[config.mk]
export PLATFORM = sky130hd
export DESIGN_NAME = hex_seq_ctrl
export DESIGN_NICKNAME = d
export VERILOG_FILES = /design/src/rtl/hex_seq_pkg.sv /design/src/rtl/hex_seq_ctrl_sync2_edge.sv /design/src/rtl/hex_seq_ctrl.sv
export SDC_FILE = /design/constraint.sdc
export NUM_CORES = 1
export LEC_CHECK = 0
export ABC_AREA = 1
export CELL_PAD_IN_SITES_DETAIL_PLACEMENT = 1
export CELL_PAD_IN_SITES_GLOBAL_PLACEMENT = 2
export CORE_ASPECT_RATIO = 1.75
export CORE_MARGIN = 2
export CORE_UTILIZATION = 30
export DETAILED_ROUTE_END_ITERATION = 6
export DONT_BUFFER_PORTS = 1
export PLACE_DENSITY_LB_ADDON = 0.05
export SYNTH_ARGS = -nofsm -noshare
export SYNTH_HDL_FRONTEND = slang
export SYNTH_SLANG_ARGS = --single-unit
[constraint.sdc]
create_clock -name clk -period 2.1 [get_ports clk]
set_input_delay 0.42 -clock clk [delete_from_list [all_inputs] [get_ports clk]]
set_output_delay 0.42 -clock clk [all_outputs]
set_load 0.05 [all_outputs]
[src/rtl/hex_seq_pkg.sv]
// Shared state encoding and rate helper for the hex sequencer control block.
package hex_seq_pkg;

    typedef enum logic [1:0] {
        ST_IDLE  = 2'd0,
        ST_RUN   = 2'd1,
        ST_PAUSE = 2'd2,
        ST_STEP  = 2'd3
    } state_t;

    localparam int unsigned RATE_W  = 2;
    localparam int unsigned LIMIT_W = 16;

    // Prescaler terminal count: 2^(4*rate)-1, i.e. 1/16/256/4096 cycles per advance.
    function automatic logic [LIMIT_W-1:0] rate_limit(input logic [RATE_W-1:0] rate);
        return LIMIT_W'((32'd1 << {rate, 2'b00}) - 32'd1);
    endfunction

endpackage

[src/rtl/hex_seq_ctrl_sync2_edge.sv]
// Two-flop synchronizer with a rising-edge detect on the synchronized level.
module sync2_edge (
    input  logic clk,
    input  logic reset_n,
    input  logic d,
    output logic q,
    output logic rise
);

    logic meta;
    logic q_d;

    always_ff @(posedge clk or negedge reset_n) begin
        if (!reset_n) begin
            meta <= 1'b0;
            q    <= 1'b0;
            q_d  <= 1'b0;
        end else begin
            meta <= d;
            q    <= meta;
            q_d  <= q;
        end
    end

    assign rise = q & ~q_d;

endmodule

[src/rtl/hex_seq_ctrl.sv]
// Sequence index controller: run/pause/single-step FSM driving a wrapping index
// through a rate prescaler, with wrap pulse and saturating lap count.
module hex_seq_ctrl
    import hex_seq_pkg::*;
#(
    parameter int unsigned DEPTH = 32,
    parameter int unsigned IDX_W = 5,
    parameter int unsigned PRE_W = 12
) (
    input  logic             clk,
    input  logic             reset_n,
    input  logic             run,
    input  logic             step,
    input  logic             dir,
    input  logic             clr,
    input  logic [1:0]       rate,
    output logic [IDX_W-1:0] index,
    output logic             adv,
    output logic             wrap,
    output logic [7:0]       laps,
    output logic             blank,
    output logic [1:0]       state
);

    localparam logic [IDX_W-1:0] IDX_LAST = IDX_W'(DEPTH - 1);

    logic run_s, step_s, dir_s, clr_s;
    logic run_r, step_r, dir_r, clr_r;
    logic unused_sync;

    sync2_edge u_sync_run  (.clk(clk), .reset_n(reset_n), .d(run),  .q(run_s),  .rise(run_r));
    sync2_edge u_sync_step (.clk(clk), .reset_n(reset_n), .d(step), .q(step_s), .rise(step_r));
    sync2_edge u_sync_dir  (.clk(clk), .reset_n(reset_n), .d(dir),  .q(dir_s),  .rise(dir_r));
    sync2_edge u_sync_clr  (.clk(clk), .reset_n(reset_n), .d(clr),  .q(clr_s),  .rise(clr_r));

    // Only the step edge is consumed; the other detectors stay for uniformity.
    assign unused_sync = run_r ^ dir_r ^ clr_r ^ step_s;

    state_t           st_q, st_d;
    logic [PRE_W-1:0] pre_q, pre_d;
    logic [PRE_W-1:0] limit;
    logic [1:0]       rate_q;
    logic             rate_chg;
    logic             do_adv;
    logic             at_edge;
    logic [IDX_W-1:0] idx_d;

    assign limit    = PRE_W'(rate_limit(rate_q));
    assign rate_chg = (rate_q != rate);

    always_comb begin
        st_d   = st_q;
        pre_d  = pre_q;
        do_adv = 1'b0;
        if (clr_s) begin
            st_d  = ST_IDLE;
            pre_d = '0;
        end else begin
            unique case (st_q)
                ST_IDLE, ST_PAUSE: begin
                    if (run_s) begin
                        st_d = ST_RUN;
                    end else if (step_r) begin
                        st_d = ST_STEP;
                    end
                end
                ST_RUN: begin
                    if (!run_s) begin
                        st_d = ST_PAUSE;
                    end else if (!rate_chg) begin
                        if (pre_q == limit) begin
                            pre_d  = '0;
                            do_adv = 1'b1;
                        end else begin
                            pre_d = pre_q + PRE_W'(1);
                        end
                    end
                end
                ST_STEP: begin
                    do_adv = 1'b1;
                    st_d   = run_s ? ST_RUN : ST_PAUSE;
                end
                default: st_d = ST_IDLE;
            endcase
            // A rate change restarts the count in any state and suppresses that cycle's tick.
            if (rate_chg) begin
                pre_d = '0;
            end
        end
    end

    always_comb begin
        at_edge = dir_s ? (index == IDX_LAST) : (index == '0);
        if (dir_s) begin
            idx_d = at_edge ? '0 : index + IDX_W'(1);
        end else begin
            idx_d = at_edge ? IDX_LAST : index - IDX_W'(1);
        end
    end

    always_ff @(posedge clk or negedge reset_n) begin
        if (!reset_n) begin
            st_q   <= ST_IDLE;
            pre_q  <= '0;
            rate_q <= '0;
            index  <= '0;
            adv    <= 1'b0;
            wrap   <= 1'b0;
            laps   <= '0;
        end else begin
            st_q   <= st_d;
            pre_q  <= pre_d;
            rate_q <= rate;
            adv    <= do_adv;
            wrap   <= do_adv & at_edge;
            if (clr_s) begin
                index <= '0;
                laps  <= '0;
            end else if (do_adv) begin
                index <= idx_d;
                if (at_edge && (laps != 8'hFF)) begin
                    laps <= laps + 8'd1;
                end
            end
        end
    end

    assign blank = (st_q == ST_IDLE);
    assign state = st_q;

endmodule

# Word level (Yosys, flattened, before mapping)
# Index checks and enable logic that the tools add are counted.
# Widths: inputs -> output; s select.
# totals
ff_bits	40
latch_bits	0
mem_bits_rw	0
romBits	0
in_bits	8
out_inout_bits	18
wordCells	70
mem_count	0
# op_classes
addsub	5
mul	0
n_div	0
n_lt_le_gt_ge	0
eq_ne	9
n_shift	1
n_mux	25
n_bitwise	3
n_reduce_logical	11
# op_table
operator	count
$mux 12	5
$mux 5	5
$mux 8	3
$add 12x1->12 const B	1
$eq 12x12->1	1
$shl 1x4->12 const A	1
$sub 12x1->12 const B	1
$mux 2	5
$add 8x1->8 const B	1
$ne 8x8->1 const B	1
$pmux 2 s3	1
$reduce_and 2->1	3
$reduce_bool 3->1	2
$add 5x1->5 const B	1
$eq 5x5->1 const B	1
$logic_not 5->1	1
$mux 1	5
$sub 5x1->5 const B	1
$eq 2x2->1 const B	2
$ne 4x2->1 const B	1
$reduce_bool 2->1	2
$ne 3x2->1 const B	1
$and 1x1->1	2
$eq 2x1->1 const B	1
6 further kinds	6

# Longest topological paths before layout
# Gate-level depths: netlist of run 1.
# depth
word_depth	10
ltp_mapped	12
depth_no_buf	12

# Hierarchy
# A second synthesis of run 1 with hierarchy kept.
# hier_totals
cells_unflattened	281
area_unflattened_um2	2260.9
# by_module_without_submodules
module	instances	cells_each	area_per_inst_um2	seq_area_each_um2
hex_seq_ctrl	1	261	1920.6	775.7
sync2_edge	4	5	85.1	75.1

# Worst setup path before layout of run 1
# No wires, ideal clock.
# synth_path
path_kind	reg-to-reg
from	register index[1]
to	register laps[6]
setup_ns	0.066
arrival_ns	1.959
t_required_ns	2.034
slack_ns	0.074
path_stages_with_launch	13
n_path_buf	0
synth_period_minus_slack_ns	2.026
cell_sequence	dfrtp_1 -> ha_1 -> nand2_1 -> nor2_1 -> ha_1 -> nand2_1 -> nand2_1 -> inv_1 -> a21oi_2 -> nand3_4 -> nand2_4 -> nand2_1 -> nand2_1
# synth_between
elab_chain_len	5
word_cells_on_any_way	6
classes_between	1 x eq/ne; 1 x mux; 4 x reduce/logical
# synth_lines
item	line_no	text
from (decl)	hex_seq_ctrl.sv:17	output logic [IDX_W-1:0] index,
from (signal assigned)	hex_seq_ctrl.sv:120	index <= idx_d;
$eq 5x5->1 or $logic_not 5->1 (tied branches)	hex_seq_ctrl.sv:93	at_edge = dir_s ? (index == IDX_LAST) : (index == '0);
$mux 1 *	hex_seq_ctrl.sv:93	
$logic_and 1x1->1 *	hex_seq_ctrl.sv:121	if (at_edge && (laps != 8'hFF)) begin
$reduce_bool 2->1 (no source line) *	-	
$reduce_and 2->1 (no source line) *	-	
to (signal assigned)	hex_seq_ctrl.sv:122	laps <= laps + 8'd1;
to (decl)	hex_seq_ctrl.sv:20	output logic [7:0] laps,
# Mark *: on every way between the ends. The rest lies on a longest branch, timed or not.
# A chain may end at the register's enable or synchronous reset.

# Worst setup path after layout of run 1
# layout_path
from	register index[1]
to	register laps[5]
# Same word-level chain as after synthesis.

==> results of run 1 <==
[layout make-up]
type	instances	area share, %
multi-input cells	180	39.0
repair buffers	20	6.48
clock inverters	3	1.82
flip-flops and latches	40	39.3
inverters	30	4.42
clock buffers	5	4.91
well taps	84	4.12
[final timing paths]
path                       cells past startpoint              end  slack [ns]
min in group asynchronous                      2     u_sync_run.q        0.60
min reg2reg                                    0     u_sync_run.q        0.35
max in group asynchronous                      2         index[2]        1.30
min                                            0  u_sync_clr.meta        0.15
max                                           12          laps[5]        0.30
max reg2reg                                   12          laps[5]        0.30
[cell usage after synthesis (all sizes together)]
library cell | count | area share [%]
o22ai | 5 | 1.5
nor3 | 5 | 2.2
a2bb2oi | 1 | 0.41
o221a | 1 | 0.53
nand3 | 29 | 7.9
a21oi | 5 | 1.4
xor2 | 8 | 3.3
o21ai | 18 | 4.2
buf | 3 | 0.82
nor2 | 28 | 5.4
inv | 30 | 5.3
nand2 | 62 | 12
a211oi | 1 | 0.35
and3 | 1 | 0.29
dfrtp | 40 | 47
o21a | 2 | 0.71
nand4 | 2 | 0.59
ha | 5 | 2.9
xnor2 | 6 | 2.5
nor3b | 1 | 0.35
[registers in the layout (all words and copies together), names as in the netlist, 2 cells and up]
signal,flops
pre_q,12
state,2
index,5
laps,8
rate_q,2
[layer usage]
layer	global-route usage, %	part of all wire [%]
met5	0	0
met4	6.94	1.8
met3	3.52	2.5
met2	35.4	63
met1	15.6	33
[power groups by stage]
stage               Clock (mW)  Combinational [mW]  Sequential, mW
global route             0.963               0.198           0.819
floorplan                    0              0.0922           0.850
CTS                      0.924               0.183           0.816
detailed placement           0               0.160           0.831
finish                   0.892               0.176           0.815
global placement             0               0.161           0.830
[timing repair]
item | 4_1_cts | 5_1_grt
endpoints found under the hold margin | 40 | 0
resized for setup | 0 | 0
hold buffers | 2 | 0
[cell families (layout without fill, tap and decap cells)]
| family | count (synthesis) | after routing |
|---|---|---|
| AND/OR/NAND/NOR | 128 | 128 |
| AO/OA/AOI/OAI | 33 | 33 |
| XOR/XNOR | 14 | 14 |
| buffers and inverters | 33 | 58 |
| flip-flops | 40 | 40 |
| adder cells (fa/ha/maj) | 5 | 5 |
[metrics by stage]
stage          power (mW)  std cells  setup WS, ns  util [%]  hold slack, ns
2_1_floorplan       0.943        253        0.0744         -           0.124
3_3_place_gp        0.991        352         0.270      34.3           0.126
3_5_place_dp        0.991        352         0.279      34.3           0.126
4_1_cts              1.92        362         0.246      37.2           0.145
5_1_grt              1.98        362        0.0869      37.2           0.137
6_report             1.88        362         0.300      37.2           0.154
==> run summary, run 1 <==
Final setup fails -> 0
Storage element area -> 1000 sq um
Worst skew pair latency -> 0.29 ns
Distinct cells, synth -> 31
Max Clk Rate -> 556 MHz
# fillers -> 815
Vias in the first global route -> 1,930
First-pass GRT wire length -> 9.69 mm
Post-synthesis mux area share -> 0%
Slew @ Worst Pin -> 0.587 ns
Most frequent cells in the layout -> 55 x nand2_1, 40 x dfrtp_1, 27 x inv_1, 26 x nor2_1, 26 x nand3_1
# port buffers -> 0
Antenna Cells -> 0
Final Hold Fails -> 0
Final instance area -> 2550 sq um
Vias -> 1,749
CP max FO -> 9
Iteration count of the initial detailed-routing pass -> 4
Wire per inst -> 16.3 um
Total power per unit cell area -> 738 nW/um^2
XOR/XNOR Fraction of Synth Area -> 5.77%
Switching share of power -> 25.1%
Post-CTS setup buffers -> 0
Die W -> 67.6 um
Maximum buffer depth of the clock tree -> 2
Largest net degree at the start of global routing -> 41
Overall Global Routing Usage -> 17.4%
Core ar. -> 6860 sq um
Final slew viol count -> 0
Status -> finished, final reports clean
Cell area after synthesis -> 2130 sq um
Area grow syn2layout -> 20.0%
Seq/Total Area, Yosys -> 47.1%
Die area -> 7800 sq um
Synth Area per Inst -> 8.40 sq um
RSZ-0062 raised after global routing -> false
Crit-path max cell delay -> 0.37 ns
Clock Sinks -> 40
GRT overflow -> 0
Detailed Place HPWL -> 4.74 mm
Startpoint types -> flop
Cts bufs inserted -> 5
Residual DRC -> 0
Post-route antenna net violation count -> 0
CTS tree -> done
Root buffer cell -> clkbuf_16
Number of max-cap violations -> 0
Worst Path Required -> 2.33 ns
Minimum clock period -> 1.80 ns
Clock transition at path regs -> 0.07 ns
Die Y -> 115 um
Rel. slew slack -> 60.9%
Dpl cell area -> 2350 sq um
Vias per cell -> 4.83
Synth Area in Adders -> 2.94%
Worst EP arrival -> 2.03 ns
RR Startpoint -> index[1]
GP Congestion -> 0.803
Logic pwr share -> 9.3%
Register bit total from synthesis -> 40
HP Class -> in2reg
Layout cell share with drive strength beyond 1 -> 16.5%
CTS H-Tree Depth -> 2
Syn_nets -> 266
Peak VDD IR -> 427 uV
Crit-path leading delay family -> simple AND/OR/NAND/NOR gates
Clock share of power -> 47.4%
Switching power -> 0.473 mW
Setup clock skew after layout -> 0.00788 ns
Leak Pwr -> 1.20 nW
Synth warn -> 0
Critical path's slowest cell -> dfrtp_1
Post-Route WL -> 5.91 mm
Row cnt -> 40
Initial DRC Count -> 49
Simple-gate share of the synthesized area -> 29.0%
Min-delay src -> clr
Final net count -> 290
Syn Inst Count -> 253
Most used cell, CP -> nand2_1
CP Buf/Inv Count -> 1
Final period util -> 85.7%
Compound-cell area share of the yosys netlist -> 9.06%
Seq pwr share -> 43.3%
Starting density of the core -> 31.0%
Int Power -> 1.41 mW
Setup CP Type -> reg2reg
Crit path cell chain -> ha_1 > nand2_1 > nor2_1 > ha_1 > nand2_1 > nand2_1 > inv_1 > a21oi_2 > nand3_4 > nand2_4 > nand2_1 > nand2_1
IO Pins -> 26
Largest family of logic cells by synthesized area -> simple AND/OR/NAND/NOR gates
Commonest non-fill, non-tap cell in the layout -> nand2_1
Fin Setup TNS -> 0 ns
Area of the multi-input gates -> 995 sq um
Crit path from -> index[1]
Worst Setup End Kind -> flop
Initial antenna violation count -> 0
Power figures use the tool's default switching activity.
==> run 2, diff against run 1 <==
--- a/config.mk
+++ b/config.mk
@@ -11,6 +11,7 @@
 export CORE_ASPECT_RATIO = 1.75
 export CORE_MARGIN = 2
 export CORE_UTILIZATION = 30
+export CTS_BUF_LIST = sky130_fd_sc_hd__clkbuf_8
 export DETAILED_ROUTE_END_ITERATION = 6
 export DONT_BUFFER_PORTS = 1
 export PLACE_DENSITY_LB_ADDON = 0.05
==> run summary, run 2 (synthesized netlist as in run 1, its figures left out) <==
Status -> finished, final reports clean
CP endpoint -> laps[5]
Clock transition at path regs -> 0.09 ns
Reg2reg end -> laps[5]
Final period util -> 86.0%
Fin Setup TNS -> 0 ns
Post-Route WL -> 5.93 mm
RSZ-0062 raised after global routing -> false
Clock Sinks -> 40
Leak Pwr -> 1.18 nW
Cts repair resizes -> 0
RR Startpoint -> index[1]
R2R cell count -> 12
Detailed Place HPWL -> 4.74 mm
Max Clk Rate -> 554 MHz
Largest net degree at the start of global routing -> 41
First-pass GRT wire length -> 9.67 mm
Worst hold slack -> 0.135 ns
Startpoint types -> flop
Final net count -> 290
Minimum clock period -> 1.81 ns
Die W -> 67.6 um
# port buffers -> 0
Dpl cell area -> 2350 sq um
IO Pins -> 26
Regs by FF count -> pre_q (12), laps (8), index (5)
Worst EP arrival -> 2.05 ns
Slew @ Worst Pin -> 0.587 ns
Maximum buffer depth of the clock tree -> 2
Die Y -> 115 um
Overall Global Routing Usage -> 17.5%
Iteration count of the initial detailed-routing pass -> 4
Wire per inst -> 16.4 um
Layout cell share with drive strength beyond 1 -> 16.5%
Rel. slew slack -> 60.9%
Vias -> 1,767
Tot Pwr -> 1.65 mW
Worst Path Required -> 2.34 ns
Root buffer cell -> clkbuf_8
Largest register FFs -> 12
Initial antenna violation count -> 0
Setup clock skew after layout -> 0.00922 ns
HP Class -> in2reg
Commonest non-fill, non-tap cell in the layout -> nand2_1
Total power per unit cell area -> 661 nW/um^2
Starting density of the core -> 31.0%
GRT overflow -> 0
Initial DRC Count -> 46
CTS tree -> done
Core ar. -> 6860 sq um
Row cnt -> 40
Final Hold Fails -> 0
Vias in the first global route -> 1,932
Die area -> 7800 sq um
GP Congestion -> 0.803
Antenna Cells -> 0
Crit path from -> index[1]
Area grow syn2layout -> 17.3%
Most flop-heavy register -> pre_q
Peak VDD IR -> 381 uV
Worst Setup End Kind -> flop
Setup CP Type -> reg2reg
R2R setup slack -> 0.29 ns
Worst skew pair latency -> 0.30 ns
CTS H-Tree Depth -> 2
Number of max-cap violations -> 0
Final setup fails -> 0
Final slew viol count -> 0
Most frequent cells in the layout -> 55 x nand2_1, 40 x dfrtp_1, 27 x inv_1, 26 x nor2_1, 26 x nand3_1
Cts bufs inserted -> 5
Worst slack at placement -> 0.279 ns
Vias per cell -> 4.88
Residual DRC -> 0
Final instance area -> 2490 sq um
CP max FO -> 9
Post-route antenna net violation count -> 0
Final setup margin -> 0.294 ns
run 2: worst max-delay path, cell delays in order, from the launching register on:
cell,delay [ns]
dfrtp_1,0.38
ha_1,0.18
nand2_1,0.08
nor2_1,0.10
ha_1,0.16
nand2_1,0.10
nand2_1,0.10
inv_1,0.07
a21oi_2,0.17
nand3_4,0.16
nand2_4,0.14
nand2_1,0.06
nand2_1,0.05
run 2: layout make-up:
class / instances / area [sq um]
inverters: 30 / 113
clock inverters: 3 / 46.3
well taps: 84 / 105
flip-flops and latches: 40 / 1000
fillers: 818 / 4360
clock buffers: 5 / 68.8
multi-input cells: 180 / 995
repair buffers: 20 / 165
run 2: repair_timing:
item,CTS,global route
buffers inserted,0,0
hold buffers,2,0
hold endpoints to repair,40,0
run 2: report_power, final:
part	switching, mW	internal [mW]	total, mW
logic	0.124	0.0524	0.177
clock network	0.299	0.358	0.657
registers	0.0223	0.792	0.814
run 2: metal layers:
metal | wire (um) | GRT usage [%] | part of all wire [%]
met2 | 3740 | 35.6 | 63
met5 | 0 | 0 | 0
met1 | 1950 | 15.4 | 33
met3 | 147 | 3.23 | 2.5
met4 | 99 | 7.35 | 1.7
run 2: metrics by stage:
stage	cells	utilization (%)
3_5_place_dp	352	34.3
4_1_cts	362	36.4
6_report	362	36.4
3_3_place_gp	352	34.3
5_1_grt	362	36.4
2_1_floorplan	253	-
run 2: worst min path at each step:
stage	from	to	slack, ns	cells after the start
2_1_floorplan	reset_n	adv	0.12	0
3_3_place_gp	reset_n	pre_q[3]	0.13	0
3_5_place_dp	reset_n	pre_q[0]	0.13	0
4_1_cts	step	u_sync_step.meta	0.12	0
5_1_grt	run	u_sync_run.meta	0.11	0
6_report	step	u_sync_step.meta	0.14	0
==> RTL change 1 (config.mk and constraints of run 2) <==
Register the inputs `run`, `step`, `dir`, `clr` and `rate` before use, without a reset. The logic sees them one clock later. Comments in the files are not updated.
--- a/src/rtl/hex_seq_ctrl.sv
+++ b/src/rtl/hex_seq_ctrl.sv
@@ -24,14 +24,28 @@
 
     localparam logic [IDX_W-1:0] IDX_LAST = IDX_W'(DEPTH - 1);
 
+    logic run_q;
+    logic step_q;
+    logic dir_q;
+    logic clr_q;
+    logic [1:0] rate_r;
+
+    always_ff @(posedge clk) begin
+        run_q  <= run;
+        step_q <= step;
+        dir_q  <= dir;
+        clr_q  <= clr;
+        rate_r <= rate;
+    end
+
     logic run_s, step_s, dir_s, clr_s;
     logic run_r, step_r, dir_r, clr_r;
     logic unused_sync;
 
-    sync2_edge u_sync_run  (.clk(clk), .reset_n(reset_n), .d(run),  .q(run_s),  .rise(run_r));
-    sync2_edge u_sync_step (.clk(clk), .reset_n(reset_n), .d(step), .q(step_s), .rise(step_r));
-    sync2_edge u_sync_dir  (.clk(clk), .reset_n(reset_n), .d(dir),  .q(dir_s),  .rise(dir_r));
-    sync2_edge u_sync_clr  (.clk(clk), .reset_n(reset_n), .d(clr),  .q(clr_s),  .rise(clr_r));
+    sync2_edge u_sync_run  (.clk(clk), .reset_n(reset_n), .d(run_q),  .q(run_s),  .rise(run_r));
+    sync2_edge u_sync_step (.clk(clk), .reset_n(reset_n), .d(step_q), .q(step_s), .rise(step_r));
+    sync2_edge u_sync_dir  (.clk(clk), .reset_n(reset_n), .d(dir_q),  .q(dir_s),  .rise(dir_r));
+    sync2_edge u_sync_clr  (.clk(clk), .reset_n(reset_n), .d(clr_q),  .q(clr_s),  .rise(clr_r));
 
     // Only the step edge is consumed; the other detectors stay for uniformity.
     assign unused_sync = run_r ^ dir_r ^ clr_r ^ step_s;
@@ -46,7 +60,7 @@
     logic [IDX_W-1:0] idx_d;
 
     assign limit    = PRE_W'(rate_limit(rate_q));
-    assign rate_chg = (rate_q != rate);
+    assign rate_chg = (rate_q != rate_r);
 
     always_comb begin
         st_d   = st_q;
@@ -110,7 +124,7 @@
         end else begin
             st_q   <= st_d;
             pre_q  <= pre_d;
-            rate_q <= rate;
+            rate_q <= rate_r;
             adv    <= do_adv;
             wrap   <= do_adv & at_edge;
             if (clr_s) begin
Behaviour: not the same (a bounded check fails within 4 cycles, from zero or initial values and one cycle with reset_n low).
==> RTL change 1 against run 2 <==
  * Non-clock buffer count is 1 higher
  * Utilization down 0.92 points
  * Final cell count is 6.4% higher
  * Design area grew 6.1%
  * Via count up 5.3%
  * Clock skew fell by 0.0030 ns
  * Sequential cell count is 6 higher
  * Critical path type unchanged
  * Synthesized area increased by 7.8%
  * Hold slack worse by 0.016 ns
  * First-iteration DRC count grew 13%
  * Wire length increased by 2.5%
  * Worst setup slack got worse by 0.011 ns
  * Die area grew 7.4%
Power is not compared: it rests on default switching activity, and its combinational part moved more than twofold at a synthesized area within 25%.
==> RTL change 1: results <==
group,metric,value,unit
status,run_status,"finished clean",
route,num_vias,1861,
global_route,grt_pass1_wl,10.4,mm
logic_synthesis,synth_cell_types,28,
place,place_congestion,0.735,
power_and_ir_drop,power_leakage,1.24,nW
logic_synthesis,synthCells,272,
sta,slew_headroom,63.5,%
place,dp.cells,375,
place,numPortBuffers,0,
setup_path,crit_fanout,8,
logic_synthesis,synth_edf_count,0,
place,placed_area,2510,um2
global_route,grt_pass1_vias,2061,
finish,drive_gt1_share,15.5,%
clocking,cts_root_buf,"clkbuf_8",
place,pre_cts_ws,0.273,ns
setup_path,critPathTopFamily,"simple AND/OR/NAND/NOR gates",
sta,fin_skew,0.00618,ns
sta,fin_crit_sh,86.5,%
clocking,clock_path_buffers,2,
place,dp_hpwl,4.80,mm
logic_synthesis,synthFlopType,"dfrtp_1",
sta,worst_hold_slack,0.119,ns
route,ant_nets,0,
setup_path,slowest_delay,0.43,ns
finish,top_regs,"pre_q (12), laps (8), index (5)",
logic_synthesis,async_reset_ff_share,87.0,%
logic_synthesis,syn-num-nets,285,
clocking,clk_latency,0.32,ns
logic_synthesis,ys_top_cells_by_count,"nand2_1, dfrtp_1, inv_1",
route,avgRoutedWirePerCell,15.8,um
finish,num_antenna_cells,0,
finish,nFillCells,903,
setup_path,worst_ep_arrival_time,2.03,ns
route,drt_wl_total,6.08,mm
power_and_ir_drop,peakVddDrop,0.000439,V
clocking,h-tree-depth,2,
finish,final_net_count,309,
clocking,clk_pin_slew,0.10,ns
route,drtIter0Drc,52,
logic_synthesis,yosysSeqAreaShare,48.9,%
global_route,track_usage,16.4,%
worst_hold_path,hold_class,"primary input to flop",
logic_synthesis,synthTopCellsByArea,"dfrtp_1, nand2_1, dfxtp_1",
==> RTL change 1: final timing paths <==
check,cells after the start,end,start
max in group asynchronous,2,index[4],reset_n
hold reg to reg,0,u_sync_run.meta,run_q
hold / removal,0,step_q,step
setup / recovery,11,laps[2],index[1]
min in group asynchronous,2,state[1],reset_n
setup reg to reg,11,laps[2],index[1]
==> RTL change 1: where the power goes <==
group / internal, mW / switching [mW]
clock: 0.248 / 0.351
combinational: 0.110 / 0.254
sequential: 0.932 / 0.0430
==> RTL change 1: worst reg2reg max path, cell delays in order, from the launching register on <==
cell and delay (ns):
dfrtp_1 0.43, ha_1 0.20, nand2_1 0.11, nor2_1 0.05, ha_1 0.18, nand2_1 0.17, nand2_1 0.10, nand2_1 0.08
nand2_2 0.06, buf_4 0.18, nand3_1 0.09, nand2_1 0.06
==> RTL change 1: final cells by class <==
type / count / area, um2 / share of cell area, %
Tap cell: 88 / 110 / 4.16
Multi-Input combinational cell: 186 / 1000 / 37.9
Clock inverter: 3 / 26.3 / 0.993
Timing Repair Buffer: 21 / 180 / 6.81
Inverter: 36 / 135 / 5.11
Sequential cell: 46 / 1120 / 42.4
Clock buffer: 5 / 68.8 / 2.60
==> RTL change 1: per-layer routing <==
layer	share of wire [%]	track usage, %
met2	60	32.9
met5	0	0
met3	2.4	3.11
met1	35	15.9
met4	1.9	6.13
==> RTL change 1: timing repair <==
action                    CTS  global route
buffers inserted            0             0
hold buffers                2             0
resized for setup           0             0
hold endpoints to repair   40             0
==> RTL change 1: cell families (layout without fill, tap and decap cells) <==
kind of cell	after synthesis	after routing	synth area share [%]
buf+inv	40	65	7.26
flops	46	46	48.9
compound gates	37	37	8.79
fa+ha+maj	5	5	2.73
simple gates	131	131	27.3
xor+xnor	13	13	4.97
==> RTL change 2 (config.mk and constraints of run 2) <==
Made on the original files. `IDX_W`: 5 -> 7.
--- a/src/rtl/hex_seq_ctrl.sv
+++ b/src/rtl/hex_seq_ctrl.sv
@@ -4,7 +4,7 @@
     import hex_seq_pkg::*;
 #(
     parameter int unsigned DEPTH = 32,
-    parameter int unsigned IDX_W = 5,
+    parameter int unsigned IDX_W = 7,
     parameter int unsigned PRE_W = 12
 ) (
     input  logic             clk,
Ports: changed (resized index); port bits go from 26 to 28. No check against the original RTL was run, so the function may have changed too.
==> RTL change 2 against run 2 <==
  * Wire length up 19%
  * Sequential cell count rose by 2
  * Design area up 12%
  * Via count up 13%
  * Worst setup slack gained 0.076 ns
  * Synthesized area increased by 14%
  * Power rose by 2.7%
==> RTL change 2: results <==
group,metric,value,unit
sta,fin_skew,0.00390,ns
status,run_status,"finished clean",
logic_synthesis,syn-num-nets,313,
setup_path,regToRegSetupSlack,0.37,ns
route,drt_wl_total,7.03,mm
place,placed_area,2660,um2
sta,slew_headroom,62.8,%
clocking,clock_path_buffers,2,
setup_path,slowest_delay,0.42,ns
global_route,grt_pass1_vias,2211,
global_route,grt_max_degree,43,
clocking,clk_pin_slew,0.09,ns
logic_synthesis,ys_top_cells_by_count,"nand2_1, dfrtp_1, inv_1, nand3_1, nor2_1",
setup_path,r2r_end,"laps[7]",
setup_path,r2r_cells,8,
place,dp_hpwl,5.47,mm
route,drtIter0Drc,30,
setup_path,worst_ep_arrival_time,1.93,ns
global_route,track_usage,17.7,%
place,dp.cells,406,
place,place_congestion,0.810,
sta,hold_viol,0,
route,drt_first_pass_iters,4,
finish,top_regs,"pre_q (12), laps (8), index (7)",
power_and_ir_drop,power_leakage,1.32,nW
global_route,antenna_found_initial,0,
logic_synthesis,async_reset_ff_share,100,%
logic_synthesis,synthCells,301,
route,avgRoutedWirePerCell,16.9,um
logic_synthesis,synth_cell_types,32,
global_route,grt_pass1_wl,11.5,mm
clocking,clk_latency,0.31,ns
logic_synthesis,synthTopCellsByArea,"dfrtp_1, nand2_1, nand3_1",
route,via_per_inst,4.82,
finish,drive_gt1_share,17.5,%
logic_synthesis,yosysSeqAreaShare,43.5,%
finish,final_net_count,337,
power_and_ir_drop,peakVddDrop,0.000288,V
RTL change 2: cell count changes after synthesis, sizes merged, moves of 2 or more:
cell / change
nand4: +2
o21a: -2
dfrtp: +2
nand3: +6
o22ai: +4
o21ai: -7
nand2: +15
buf: +3
nor2: +13
xnor2: -3
clkinv: +2
xor2: +8
inv: +5
RTL change 2: stage by stage:
| stage | setup WS (ns) | utilization (%) | total power [mW] |
|---|---|---|---|
| 4_1_cts | 0.316 | 35.5 | 1.73 |
| 2_1_floorplan | 0.225 | - | 1.04 |
| 5_1_grt | 0.192 | 35.5 | 1.78 |
| 3_3_place_gp | 0.345 | 33.8 | 1.12 |
| 6_report | 0.370 | 35.5 | 1.69 |
| 3_5_place_dp | 0.330 | 33.8 | 1.12 |
RTL change 2: how the worst min path moves through the flow:
stage / startpoint / endpoint / slack, ns / cells after the start
after floorplan: reset_n / adv / 0.12 / 0
after global placement: reset_n / index[2] / 0.13 / 0
after detailed placement: reset_n / index[2] / 0.13 / 0
after CTS: dir / u_sync_dir.meta / 0.11 / 0
after global routing: clr / u_sync_clr.meta / 0.11 / 0
final: dir / u_sync_dir.meta / 0.13 / 0
RTL change 2: power breakdown:
group,internal (mW),switching (mW)
Sequential,0.831,0.0185
Clock,0.261,0.311
Combinational,0.0785,0.192
RTL change 2: layout make-up:
cell class                 instances  area [um2]
tap                               90         113
fill                             957        5070
clock buffer                       6        82.6
timing repair buffer              24         203
inverter                          37         144
sequential                        42        1050
clock inverter                     2        8.76
multi-input combinational        215        1180
RTL change 2: repair_timing:
action	in CTS	in global routing
buffers inserted	0	0
endpoints found under the hold margin	42	0
hold buffers	2	0
RTL change 2: kinds of logic after synthesis:
family / synth area share [%]
adders and majority gates: 2.07
xor gates and xnor gates: 6.88
AOI/OAI and AO/OA: 7.24
buffers and inverters: 7.55
DFF: 43.5
and+or+nand+nor: 32.8
RTL change 2: critical path, delay by kind of cell, from the launching register on:
kind	cells	cell delay [ns]
simple gates	7	0.95
flops	1	0.42
fa+ha+maj	1	0.25
RTL change 2: layer usage:
layer | wire (um) | share of wire [%] | track usage, %
met1 | 2300 | 33 | 16.0
met2 | 4390 | 62 | 36.4
met3 | 145 | 2.1 | 2.87
met4 | 194 | 2.8 | 8.02
met5 | 0 | 0 | 0
